File: config.mk
export PLATFORM = sky130hd
export DESIGN_NAME = regfile_bypass_sb
export DESIGN_NICKNAME = d
export VERILOG_FILES = /design/src/rtl/regfile_bypass_sb.sv
export SDC_FILE = /design/constraint.sdc
export NUM_CORES = 1
export LEC_CHECK = 0
export BUFFER_PORTS_ARGS = -buffer_cell sky130_fd_sc_hd__buf_2
export CAP_MARGIN = 40
export CORE_UTILIZATION = 62
export CTS_BUF_LIST = sky130_fd_sc_hd__clkbuf_16
export CTS_CLUSTER_SIZE = 28
export DETAILED_ROUTE_END_ITERATION = 7
export HOLD_SLACK_MARGIN = 0.05
export PLACE_DENSITY = 0.78
export REMOVE_ABC_BUFFERS = 1
export SLEW_MARGIN = 15
export SYNTH_ARGS = -nofsm -noshare
export SYNTH_HDL_FRONTEND = slang
export SYNTH_SLANG_ARGS = --single-unit
File: constraint.sdc
create_clock -name clk -period 13.4 [get_ports clk]
set_input_delay 2.68 -clock clk [delete_from_list [all_inputs] [get_ports clk]]
set_output_delay 2.68 -clock clk [all_outputs]
set_load 0.02 [all_outputs]
File: src/rtl/regfile_bypass_sb.sv
// Parametrised two-read/one-write register file with optional write-to-read forwarding
// and a per-register pending-write scoreboard for RAW hazard detection in decode.
module regfile_bypass_sb #(
    parameter int DATA_W   = 16,
    parameter int ADDR_W   = 4,
    parameter int BYPASS   = 1,
    parameter int ZERO_REG = 1
) (
    input  logic              clk,
    input  logic              rst,
    input  logic [ADDR_W-1:0] rd_addr1,
    input  logic [ADDR_W-1:0] rd_addr2,
    output logic [DATA_W-1:0] rd_data1,
    output logic [DATA_W-1:0] rd_data2,
    output logic              rd_busy1,
    output logic              rd_busy2,
    output logic              raw_hazard,
    input  logic              wr_en,
    input  logic [ADDR_W-1:0] wr_addr,
    input  logic [DATA_W-1:0] wr_data,
    input  logic              issue_en,
    input  logic [ADDR_W-1:0] issue_addr,
    output logic [ADDR_W:0]   busy_count
);

    localparam int NREGS = 2 ** ADDR_W;

    logic [DATA_W-1:0] regs [NREGS];
    logic [NREGS-1:0]  busy;
    logic [NREGS-1:0]  busyNext;
    logic [ADDR_W:0]   busyCount;
    logic [ADDR_W:0]   countNext;

    logic wrValid;
    logic issueValid;
    logic hit1;
    logic hit2;
    logic zero1;
    logic zero2;

    assign wrValid    = wr_en    && !((ZERO_REG != 0) && (wr_addr    == '0));
    assign issueValid = issue_en && !((ZERO_REG != 0) && (issue_addr == '0));

    // Clear before set so a new producer issued in the writeback cycle keeps the register reserved.
    always_comb begin
        busyNext = busy;
        if (wr_en)
            busyNext[wr_addr] = 1'b0;
        if (issueValid)
            busyNext[issue_addr] = 1'b1;
        countNext = '0;
        for (int i = 0; i < NREGS; i++)
            countNext = countNext + {{ADDR_W{1'b0}}, busyNext[i]};
    end

    always_ff @(posedge clk or posedge rst) begin
        if (rst) begin
            for (int i = 0; i < NREGS; i++)
                regs[i] <= '0;
            busy      <= '0;
            busyCount <= '0;
        end else begin
            if (wrValid)
                regs[wr_addr] <= wr_data;
            busy      <= busyNext;
            busyCount <= countNext;
        end
    end

    assign hit1  = (BYPASS != 0) && wr_en && (wr_addr == rd_addr1);
    assign hit2  = (BYPASS != 0) && wr_en && (wr_addr == rd_addr2);
    assign zero1 = (ZERO_REG != 0) && (rd_addr1 == '0);
    assign zero2 = (ZERO_REG != 0) && (rd_addr2 == '0);

    // rst gating keeps a forwarded wr_data from leaking out while reset is held.
    assign rd_data1 = (rst || zero1) ? '0 : (hit1 ? wr_data : regs[rd_addr1]);
    assign rd_data2 = (rst || zero2) ? '0 : (hit2 ? wr_data : regs[rd_addr2]);

    assign rd_busy1   = !rst && !zero1 && busy[rd_addr1] && !hit1;
    assign rd_busy2   = !rst && !zero2 && busy[rd_addr2] && !hit2;
    assign raw_hazard = rd_busy1 | rd_busy2;
    assign busy_count = busyCount;

endmodule

==> flow_metrics.env <==
export IMPL_grt_overflow=0
export IMPL_p_per_area_nw_per_um2=163
export IMPL_fin_setup_tns_ns=0
export IMPL_ant_nets=0
export IMPL_syn_area_um2=15300
export IMPL_skew_ns=0.00374
export IMPL_place_gp_congestion=0.889
export IMPL_swShare_pct=29.4
export IMPL_area_growth_synth_to_final_pct=10.3
export IMPL_fin_crit_sh_pct=58.3
export IMPL_vias=9801
export IMPL_power_internal_mw=1.94
export IMPL_crit_end="rd_data2[3]"
export IMPL_post_cts_buffers=0
export IMPL_min_path_type="flop to flop"
export IMPL_avgSynthCellArea_um2=14.7
export IMPL_drt_iter0_drc=928
export IMPL_fill_cells=1671
export IMPL_r2r_end="busy_count[4]$_DFF_PP0_"
export IMPL_r2r_start="busy[11]$_DFF_PP0_"
export IMPL_cts_tree="yes"
export IMPL_holdWs_ns=0.400
export IMPL_final_common_cell="dfrtp_1"
export IMPL_fin_nets=1131
export IMPL_grt_pass1_wl_mm=61.1
export IMPL_wl_mm=39.2
export IMPL_mostFrequentLayoutCells="277 x dfrtp_1, 213 x mux2_2, 132 x mux4_2"
export IMPL_grt_max_degree=71
export IMPL_start_util_pct=63.2
export IMPL_drt_first_pass_iters=5
export IMPL_final_hold_violation_count=0
export IMPL_first_global_vias=10400
export IMPL_ctsHoldBuffers=0
export IMPL_placed_cells=1371
export IMPL_max_slew_margin_rel_pct=41.5
export IMPL_ios=76
export IMPL_synth_cell_types=53
export IMPL_finalCriticalPeriod_ns=7.81
export IMPL_cts_sinks=277
export IMPL_drc=0
export IMPL_crit_start="rd_addr2[0]"
export IMPL_pwr_share_clk_pct=28.2
export IMPL_drive_above_1_share_pct=50.0
export IMPL_p_comb_share_pct=29.3
export IMPL_detailed_place_hpwl_mm=23.6
export IMPL_critPathLaunchType="input pin"
export IMPL_fmax_mhz=128
export IMPL_synth_seq_cells=277
export IMPL_synthArstFlopShare_pct=100
export IMPL_dieArea_um2=25300
export IMPL_r2r_setup_slack_ns=9.57
export IMPL_antenna_found_initial=0
export IMPL_synth_area_leaders="dfrtp_1 45%, mux4_2 19%, mux2_2 16%"
export IMPL_p_leak_nw=7.42
export IMPL_yosys_warnings=0
export IMPL_clock_latency_ns=0.55
export IMPL_maxCapViolCount=0
export IMPL_pwr_share_seq_pct=42.4
export IMPL_critical_path_required_ns=10.72
export IMPL_cp_arrival_ns=5.13
export IMPL_cp_max_fo=28
export IMPL_netlist_instances=1045
export IMPL_ys_seq_area_share_pct=45.2
export IMPL_p_total_mw=2.75
export IMPL_p_switching_uw=808
export IMPL_grt_usage_pct=32.2
export IMPL_slew_violations=0
export IMPL_floorplan_die_width_um=159
export IMPL_antenna_cells=0
export IMPL_final_util_pct=69.7
export IMPL_cts_root_buffer="clkbuf_16"
export IMPL_r2r_cells=14
export IMPL_worstSetupEndpointType="output pin"
export IMPL_rows=57
export IMPL_h_tree_depth=1
export IMPL_peakVddDrop_v=0.000272
export IMPL_synthFlopType="dfrtp_1"
export IMPL_clkTransAtPathRegs_ns=0.06
export IMPL_yosysTopAreaCell="dfrtp_1"
export IMPL_finalNonFillerCells=1425
export IMPL_setup_worst_path_class="input pin to output pin"
export IMPL_synth_top_area_share_pct=45.2
export IMPL_drt_wirelength_per_cell_um=27.5
export IMPL_ctsLongestPathBuffers=3
export IMPL_timing_worst_slew_pin_value_ns=0.877
export IMPL_synth_edff_count=0
export IMPL_fp_dieH_um=159
export IMPL_fp_coreArea_um2=24200
export IMPL_vias_per_cell=6.88
export IMPL_setup_viol=0
export IMPL_outcome="completed"
export IMPL_cts_buffers=30
export IMPL_numPortBuffers=75
export IMPL_cts_resized_gates=0
export IMPL_grt_setup_unrepaired="false"
state kept, by name, indices dropped and copies added (netlist names):
| register | cells |
|---|---|
| busy_count | 5 |
| busy | 16 |
| regs | 256 |
routing by layer:
metal	vias up	global-route usage (%)	share of wire (%)
li1	4063	-	-
met1	5179	43.0	39
met2	446	52.3	48
met3	113	6.17	7.9
met4	0	13.6	4.3
met5	-	0	0
cell usage after synthesis (6+ instances only):
library cell and number:
nor2b_1 9, inv_1 29, nor2_1 7, dfrtp_1 277, mux2_2 213, nor2_2 10, buf_6 11, a22o_1 33
xor2_1 6, nand2_1 46, a22oi_1 64, buf_2 39, mux4_2 132, fa_1 10, clkbuf_1 50, buf_1 6
mux2_4 27
worst min path at each step:
| stage | startpoint | end | depth (start not counted) |
|---|---|---|---|
| 2_1_floorplan | regs[240]$_DFFE_PP0P_ | regs[240]$_DFFE_PP0P_ | 0 |
| 3_3_place_gp | regs[241]$_DFFE_PP0P_ | regs[241]$_DFFE_PP0P_ | 0 |
| 3_5_place_dp | regs[248]$_DFFE_PP0P_ | regs[248]$_DFFE_PP0P_ | 0 |
| 4_1_cts | regs[251]$_DFFE_PP0P_ | regs[251]$_DFFE_PP0P_ | 0 |
| 5_1_grt | regs[255]$_DFFE_PP0P_ | regs[255]$_DFFE_PP0P_ | 0 |
| 6_report | regs[240]$_DFFE_PP0P_ | regs[240]$_DFFE_PP0P_ | 0 |
layout make-up:
class / instances / area [um2] / area share (%)
clock buffers: 31 / 776 / 4.59
flip-flops and latches: 277 / 6930 / 41.0
repair buffers: 113 / 806 / 4.77
multi-input cells: 628 / 7730 / 45.7
well taps: 324 / 405 / 2.40
inverters: 30 / 120 / 0.710
clock inverters: 22 / 143 / 0.844
kinds of logic after synthesis:
group,share of synthesized area (%)
mux,38.0
compound gates,6.76
fa+ha+maj,1.71
flops,45.2
xor+xnor,0.571
buf+inv,4.45
simple gates,3.25
stage by stage:
| stage | setup WS, ns | instance area, um2 |
|---|---|---|
| floorplan | 3.08 | 14800 |
| global placement | 5.35 | 15800 |
| detailed placement | 5.34 | 16000 |
| CTS | 5.34 | 16900 |
| global route | 5.37 | 16900 |
| finish | 5.59 | 16900 |
power by group through the flow:
stage / sequential (mW) / clock, mW / combinational [mW]
2_1_floorplan: 1.13 / 0 / 0.621
3_3_place_gp: 1.15 / 0 / 0.774
4_1_cts: 1.16 / 0.790 / 0.815
5_1_grt: 1.19 / 0.819 / 0.901
3_5_place_dp: 1.17 / 0 / 0.809
6_report: 1.17 / 0.776 / 0.806
worst max-delay path, stage by stage:
cell and delay, ns:
buf_4 0.42, buf_4 0.50, buf_12 0.29, mux4_2 0.53, a22oi_1 0.23, nand2_1 0.09, a22o_1 0.19, buf_2 0.16
Note: power is estimated with default switching activity, not from simulation.
